==> src/rtl/sram_rw_arbiter_if.sv <==
// Bus bundle between the frame-buffer arbiter, its two requesters and the SRAM pins.
interface sram_rw_arbiter_if #(
    parameter int unsigned ADDRESSSIZE = 15,
    parameter int unsigned WORDSIZE    = 64
);
    localparam int unsigned CA_W = 4;
    localparam int unsigned RA_W = ADDRESSSIZE - CA_W;

    // write requester
    logic                   iWrValid;
    logic [ADDRESSSIZE-1:0] iWrAddr;
    logic [WORDSIZE-1:0]    iWrData;
    logic                   oWrReady;

    // read requester
    logic                   iRdValid;
    logic [ADDRESSSIZE-1:0] iRdAddr;
    logic                   oRdReady;
    logic                   oRdDataValid;
    logic [WORDSIZE-1:0]    oRdData;

    // SRAM pins
    logic                   oNCE;
    logic                   oNWRT;
    logic [RA_W-1:0]        oRA;
    logic [CA_W-1:0]        oCA;
    logic [WORDSIZE-1:0]    oDIN;
    logic [WORDSIZE-1:0]    iDO;

    // arbiter side
    modport slave (
        input  iWrValid, iWrAddr, iWrData,
        output oWrReady,
        input  iRdValid, iRdAddr,
        output oRdReady, oRdDataValid, oRdData,
        output oNCE, oNWRT, oRA, oCA, oDIN,
        input  iDO
    );

    // requesters plus SRAM side
    modport master (
        output iWrValid, iWrAddr, iWrData,
        input  oWrReady,
        output iRdValid, iRdAddr,
        input  oRdReady, oRdDataValid, oRdData,
        input  oNCE, oNWRT, oRA, oCA, oDIN,
        output iDO
    );
endinterface

==> src/rtl/sram_rw_arbiter.sv <==
// Round-robin bounded-burst arbiter sharing one single-port frame-buffer SRAM
// between a write stream and a read stream; registered SRAM pins, fixed read latency.
module sram_rw_arbiter #(
    parameter int unsigned ADDRESSSIZE = 15,
    parameter int unsigned WORDSIZE    = 64,
    parameter int unsigned BURST_LEN   = 16
) (
    input  logic               iClk,
    input  logic               iReset,
    sram_rw_arbiter_if.slave   bus
);
    localparam int unsigned CA_W  = 4;
    localparam int unsigned RA_W  = ADDRESSSIZE - CA_W;
    localparam int unsigned CNT_W = $clog2(BURST_LEN) + 1;
    localparam logic [CNT_W-1:0] LAST_BEAT = CNT_W'(BURST_LEN - 1);

    typedef enum logic [1:0] {
        ST_IDLE = 2'd0,
        ST_WR   = 2'd1,
        ST_RD   = 2'd2
    } state_e;

    state_e               state_q, state_d;
    logic [CNT_W-1:0]     cnt_q, cnt_d;
    logic                 last_wr_q, last_wr_d;   // 1: write side was served last

    logic                 nce_q, nce_d;
    logic                 nwrt_q, nwrt_d;
    logic [RA_W-1:0]      ra_q, ra_d;
    logic [CA_W-1:0]      ca_q, ca_d;
    logic [WORDSIZE-1:0]  din_q, din_d;

    logic                 rd_issue_q, rd_issue_d; // read op on the pins this cycle
    logic                 rd_wait_q, rd_wait_d;   // iDO carries read data this cycle
    logic                 rd_vld_q, rd_vld_d;
    logic [WORDSIZE-1:0]  rd_data_q, rd_data_d;

    logic                 wr_acc_c;
    logic                 rd_acc_c;

    assign wr_acc_c = bus.iWrValid && (state_q == ST_WR);
    assign rd_acc_c = bus.iRdValid && (state_q == ST_RD);

    // Grant selection and burst accounting
    always_comb begin
        state_d   = state_q;
        cnt_d     = cnt_q;
        last_wr_d = last_wr_q;
        case (state_q)
            ST_IDLE: begin
                cnt_d = '0;
                if (bus.iWrValid && bus.iRdValid) begin
                    state_d = last_wr_q ? ST_RD : ST_WR;
                end else if (bus.iWrValid) begin
                    state_d = ST_WR;
                end else if (bus.iRdValid) begin
                    state_d = ST_RD;
                end
            end
            ST_WR: begin
                if (!bus.iWrValid || ((cnt_q == LAST_BEAT) && bus.iRdValid)) begin
                    cnt_d = '0;
                    if (bus.iRdValid) begin
                        state_d   = ST_RD;
                        last_wr_d = 1'b1;
                    end else begin
                        state_d = ST_IDLE;
                    end
                end else begin
                    // uncontended: keep the grant and restart the count at the limit
                    cnt_d = (cnt_q == LAST_BEAT) ? '0 : cnt_q + CNT_W'(1);
                end
            end
            ST_RD: begin
                if (!bus.iRdValid || ((cnt_q == LAST_BEAT) && bus.iWrValid)) begin
                    cnt_d = '0;
                    if (bus.iWrValid) begin
                        state_d   = ST_WR;
                        last_wr_d = 1'b0;
                    end else begin
                        state_d = ST_IDLE;
                    end
                end else begin
                    cnt_d = (cnt_q == LAST_BEAT) ? '0 : cnt_q + CNT_W'(1);
                end
            end
            default: begin
                state_d = ST_IDLE;
                cnt_d   = '0;
            end
        endcase
    end

    // SRAM pin drive and read-return pipeline
    always_comb begin
        nce_d      = 1'b1;
        nwrt_d     = 1'b1;
        ra_d       = ra_q;
        ca_d       = ca_q;
        din_d      = din_q;
        if (wr_acc_c) begin
            nce_d  = 1'b0;
            nwrt_d = 1'b0;
            ra_d   = bus.iWrAddr[ADDRESSSIZE-1:CA_W];
            ca_d   = bus.iWrAddr[CA_W-1:0];
            din_d  = bus.iWrData;
        end else if (rd_acc_c) begin
            nce_d  = 1'b0;
            ra_d   = bus.iRdAddr[ADDRESSSIZE-1:CA_W];
            ca_d   = bus.iRdAddr[CA_W-1:0];
        end
        rd_issue_d = rd_acc_c;
        rd_wait_d  = rd_issue_q;
        rd_vld_d   = rd_wait_q;
        rd_data_d  = rd_wait_q ? bus.iDO : rd_data_q;
    end

    // State and output registers
    always_ff @(posedge iClk) begin
        if (!iReset) begin
            state_q    <= ST_IDLE;
            cnt_q      <= '0;
            last_wr_q  <= 1'b0;
            nce_q      <= 1'b1;
            nwrt_q     <= 1'b1;
            ra_q       <= '0;
            ca_q       <= '0;
            din_q      <= '0;
            rd_issue_q <= 1'b0;
            rd_wait_q  <= 1'b0;
            rd_vld_q   <= 1'b0;
            rd_data_q  <= '0;
        end else begin
            state_q    <= state_d;
            cnt_q      <= cnt_d;
            last_wr_q  <= last_wr_d;
            nce_q      <= nce_d;
            nwrt_q     <= nwrt_d;
            ra_q       <= ra_d;
            ca_q       <= ca_d;
            din_q      <= din_d;
            rd_issue_q <= rd_issue_d;
            rd_wait_q  <= rd_wait_d;
            rd_vld_q   <= rd_vld_d;
            rd_data_q  <= rd_data_d;
        end
    end

    assign bus.oWrReady     = (state_q == ST_WR);
    assign bus.oRdReady     = (state_q == ST_RD);
    assign bus.oNCE         = nce_q;
    assign bus.oNWRT        = nwrt_q;
    assign bus.oRA          = ra_q;
    assign bus.oCA          = ca_q;
    assign bus.oDIN         = din_q;
    assign bus.oRdDataValid = rd_vld_q;
    assign bus.oRdData      = rd_data_q;
endmodule

==> src/flat_wrapper.sv <==
// flat-port wrapper written by rule: the top's interface ports become plain ports
module sram_rw_arbiter_flat 
#(
    parameter int unsigned ADDRESSSIZE = 15,
    parameter int unsigned WORDSIZE    = 64,
    parameter int unsigned BURST_LEN   = 16
)
  (iClk, iReset, bus_iWrValid, bus_iWrAddr, bus_iWrData, bus_oWrReady, bus_iRdValid, bus_iRdAddr, bus_oRdReady, bus_oRdDataValid, bus_oRdData, bus_oNCE, bus_oNWRT, bus_oRA, bus_oCA, bus_oDIN, bus_iDO);
  sram_rw_arbiter_if #(.ADDRESSSIZE(ADDRESSSIZE), .WORDSIZE(WORDSIZE)) bus_i ();
  input  logic iClk;
  input  logic iReset;
  input wire logic [$bits(bus_i.iWrValid)-1:0] bus_iWrValid;
  input wire logic [$bits(bus_i.iWrAddr)-1:0] bus_iWrAddr;
  input wire logic [$bits(bus_i.iWrData)-1:0] bus_iWrData;
  output wire logic [$bits(bus_i.oWrReady)-1:0] bus_oWrReady;
  input wire logic [$bits(bus_i.iRdValid)-1:0] bus_iRdValid;
  input wire logic [$bits(bus_i.iRdAddr)-1:0] bus_iRdAddr;
  output wire logic [$bits(bus_i.oRdReady)-1:0] bus_oRdReady;
  output wire logic [$bits(bus_i.oRdDataValid)-1:0] bus_oRdDataValid;
  output wire logic [$bits(bus_i.oRdData)-1:0] bus_oRdData;
  output wire logic [$bits(bus_i.oNCE)-1:0] bus_oNCE;
  output wire logic [$bits(bus_i.oNWRT)-1:0] bus_oNWRT;
  output wire logic [$bits(bus_i.oRA)-1:0] bus_oRA;
  output wire logic [$bits(bus_i.oCA)-1:0] bus_oCA;
  output wire logic [$bits(bus_i.oDIN)-1:0] bus_oDIN;
  input wire logic [$bits(bus_i.iDO)-1:0] bus_iDO;
  assign bus_i.iWrValid = bus_iWrValid;
  assign bus_i.iWrAddr = bus_iWrAddr;
  assign bus_i.iWrData = bus_iWrData;
  assign bus_oWrReady = bus_i.oWrReady;
  assign bus_i.iRdValid = bus_iRdValid;
  assign bus_i.iRdAddr = bus_iRdAddr;
  assign bus_oRdReady = bus_i.oRdReady;
  assign bus_oRdDataValid = bus_i.oRdDataValid;
  assign bus_oRdData = bus_i.oRdData;
  assign bus_oNCE = bus_i.oNCE;
  assign bus_oNWRT = bus_i.oNWRT;
  assign bus_oRA = bus_i.oRA;
  assign bus_oCA = bus_i.oCA;
  assign bus_oDIN = bus_i.oDIN;
  assign bus_i.iDO = bus_iDO;
  sram_rw_arbiter #(.ADDRESSSIZE(ADDRESSSIZE), .WORDSIZE(WORDSIZE), .BURST_LEN(BURST_LEN)) u_core (.iClk(iClk), .iReset(iReset), .bus(bus_i));
endmodule
==> config.mk <==
export PLATFORM = sky130hd
export DESIGN_NAME = sram_rw_arbiter_flat
export DESIGN_NICKNAME = d
export VERILOG_FILES = /design/src/rtl/sram_rw_arbiter_if.sv /design/src/rtl/sram_rw_arbiter.sv /design/src/flat_wrapper.sv
export SDC_FILE = /design/constraint.sdc
export NUM_CORES = 1
export LEC_CHECK = 0
export CORE_UTILIZATION = 39
export CTS_CLUSTER_DIAMETER = 120
export DETAILED_ROUTE_END_ITERATION = 10
export GPL_TIMING_DRIVEN = 0
export PLACE_DENSITY_LB_ADDON = 0.25
export SLEW_MARGIN = 20
export SYNTH_ARGS = -nofsm -noshare
export SYNTH_HDL_FRONTEND = slang
export SYNTH_SLANG_ARGS = --single-unit
==> constraint.sdc <==
create_clock -name iClk -period 1.8 [get_ports iClk]
set_input_delay 0.45 -clock iClk [delete_from_list [all_inputs] [get_ports iClk]]
set_output_delay 0.45 -clock iClk [all_outputs]
set_load 0.01 [all_outputs]
==> results.sh <==
export IMPL_status="completed"
export IMPL_start_kind="flip-flop"
export IMPL_final_cells=1158
export IMPL_grt_first_pass_wirelength_um=28300
export IMPL_timing_rr_start="u_core.state_q[0]"
export IMPL_hpwl_um=13800
export IMPL_p_leak_nw=3.90
export IMPL_avgSynthCellArea_sq_um=9.16
export IMPL_port_buffers=306
export IMPL_synth_edf_count=0
export IMPL_htreeDepth=4
export IMPL_routedWlPerCell_um=15.7
export IMPL_cts_hold_buf=0
export IMPL_hold_path_cell_count=3
export IMPL_drt_wl_total_um=18200
export IMPL_holdPathEnd="u_core.state_q[1]"
export IMPL_slew_headroom=0.664
export IMPL_crit_required_ps=1350
export IMPL_syn_inst=638
export IMPL_viasPerCell=4.72
export IMPL_clkSlewWorstSetupHoldPaths_ps=60
export IMPL_cts_buffers=17
export IMPL_yosys_warnings=0
export IMPL_met1Wirelength_um=7250
export IMPL_mostFrequentLayoutCells="clkdlybuf4s50_1, nand2_1, dfxtp_1"
export IMPL_nets=1130
export IMPL_maxSlewViolCount=0
export IMPL_wl_met3_um=1640
export IMPL_ys_seq_area_frac=0.534
export IMPL_postRouteAntennaNets=0
export IMPL_synth_cell_type_count=33
export IMPL_grt_use_total=0.234
export IMPL_num_antenna_cells=0
export IMPL_clkPwrFrac=0.363
export IMPL_max_freq_mhz=567
export IMPL_cts_sinks=156
export IMPL_syn_area_sq_mm=0.00584
export IMPL_synth_seq_cells=156
export IMPL_rrSetupSlack_ps=260
export IMPL_gp_congestion=0.788
export IMPL_area_growth_syn_to_layout_pct=67.5
export IMPL_wl_met2_um=8780
export IMPL_fin_crit_sh=0.981
export IMPL_die_w_um=124
export IMPL_cpPeakStageDelay_ps=550
export IMPL_synth_main_ff_cell="dfxtp_1"
export IMPL_grt_overflow_total=0
export IMPL_worst_path_stages=1
export IMPL_critPathKind="reg2out"
export IMPL_worst_slack_ps=34.9
export IMPL_num_vias=5464
export IMPL_postCtsSetupBuffers=0
export IMPL_ctsRootBufferMaster="clkbuf_16"
export IMPL_layout_commonest_cell="clkdlybuf4s50_1"
export IMPL_peakVddDrop_uv=611
export IMPL_fin_worst_skew_ps=7.45
export IMPL_drtIter0Drc=201
export IMPL_power_switching_w=0.00254
export IMPL_antenna_found_initial=0
export IMPL_timing_critical_path_buf_inv=1
export IMPL_rr_endpoint="u_core.bus.oCA[0]"
export IMPL_min_from="bus_iRdValid"
export IMPL_arrival_ps=1320
export IMPL_ff2ff_path_depth=6
export IMPL_start_util=0.401
export IMPL_fin_area_sq_mm=0.00979
export IMPL_cts_tree="built"
export IMPL_rsz0062_at_grt="no"
export IMPL_die_area_sq_mm=0.0155
export IMPL_pwr_share_seq=0.406
export IMPL_io_pins=310
export IMPL_sw_frac_of_total=0.264
export IMPL_fin_crit_ps=1770
export IMPL_worstMarginPinSlew_ps=503
export IMPL_grt_max_degree=17
export IMPL_placementRows=44
export IMPL_crit_path_end_kind="primary output"
export IMPL_core_region_area_sq_mm=0.0146
export IMPL_setup_viol=0
export IMPL_cp_max_fo=2
export IMPL_synthesis_nets=805
export IMPL_drive_above_1_share=0.0893
export IMPL_route_detailed_drc=0
export IMPL_intPower_w=0.00709
export IMPL_crit_slowest_cell="clkdlybuf4s50_1"
export IMPL_post_dp_cell_area_sq_mm=0.00914
export IMPL_dr_pass1_iters=4
export IMPL_die_y_um=124
export IMPL_grt_pass1_vias=5320
export IMPL_top_layer_used="met4"
export IMPL_p_comb_frac=0.231
export IMPL_critPathTopFamily="buffers and inverters"
export IMPL_clock_path_buffers=2
export IMPL_hp_class="in2reg"
export IMPL_synth_async_reset_ratio=0
export IMPL_clock_latency_ps=410
export IMPL_finalPower_w=0.00962
export IMPL_fin_tns_setup_ps=0
export IMPL_p_per_area_mw_per_mm2=983
export IMPL_crit_chain="clkdlybuf4s50_1"
export IMPL_hold_viol=0
export IMPL_drv_cap=0
export IMPL_dp_worst_setup_slack_ps=43.6
export IMPL_dp_cells=1128
[cells by family after synthesis]
family | Yosys count | share of synthesized area
flops | 156 | 0.534
compound gates | 92 | 0.101
fa+ha+maj | 5 | 0.0107
mux | 66 | 0.113
simple gates | 267 | 0.186
xor+xnor | 2 | 0.00300
buf+inv | 50 | 0.0527
[routing by layer]
layer,vias up,global-route usage
met5,-,0
met4,0,0.0957
met3,34,0.0941
met2,228,0.398
met1,2446,0.257
li1,2756,-
[metrics by stage]
step	hold slack, ps	util
floorplan	412	-
global placement	421	0.626
detailed placement	422	0.626
CTS	354	0.665
global route	355	0.671
finish	364	0.671
[worst register-to-register path: stages, from the launching register on]
cell and delay (ps):
dfxtp_2 370, inv_2 70, ha_4 190, nand2_2 190, buf_2 270, nand2_1 100, a311oi_2 260
[sequential cells by signal, summed over array words and instances (netlist names), 2 cells and up]
name,flops
u_core.state_q,2
u_core.bus.oCA,4
u_core.cnt_q,5
u_core.bus.oDIN,64
u_core.bus.oRA,11
u_core.bus.oRdData,64
[how the worst max path moves through the flow]
stage | from | slack (ps) | endpoint
final | u_core.bus.oRdData[55] | 30 | bus_oRdData[55]
after global routing | u_core.bus.oDIN[7] | 0.7 | bus_oDIN[7]
after CTS | u_core.state_q[1] | -20 | bus_oWrReady
after detailed placement | u_core.state_q[0] | 40 | bus_oRdReady
after global placement | u_core.state_q[0] | 30 | bus_oRdReady
after floorplan | u_core.state_q[0] | 240 | u_core.state_q[0]
[power by group through the flow]
stage | combinational (W) | clock (W) | sequential, W
6_report | 0.00223 | 0.00349 | 0.00391
5_1_grt | 0.00242 | 0.00372 | 0.00394
4_1_cts | 0.00224 | 0.00355 | 0.00390
3_5_place_dp | 0.00223 | 0 | 0.00397
3_3_place_gp | 0.00221 | 0 | 0.00396
2_1_floorplan | 0.000947 | 0 | 0.00408
[cell usage after synthesis, types with 5 or more instances]
library cell  number  area, sq um
a21oi_1           68          340
a311oi_1           6         52.6
a311oi_2           9          135
buf_2             24          120
buf_6             11          124
clkbuf_1           9         33.8
dfxtp_1          156         3120
ha_1               5         62.6
mux2i_1           66          661
nand2_1          163          612
nor2_1            77          289
nor2b_1           10         62.6
[repair_timing]
item,in CTS,in global routing
hold endpoints to repair,0,0
resized for setup,16,29
pin swaps,0,1
setup endpoints to repair,9,26
[area by class of cell]
type / instances / area (sq um)
Sequential cell: 156 / 3130
Clock inverter: 6 / 87.6
Inverter: 4 / 15.0
Buffer: 46 / 293
Fill cell: 1225 / 4800
Timing Repair Buffer: 306 / 3120
Tap cell: 184 / 230
Multi-Input combinational cell: 432 / 2440
Clock buffer: 24 / 482
No activity file was read; power rests on OpenSTA's default activity.
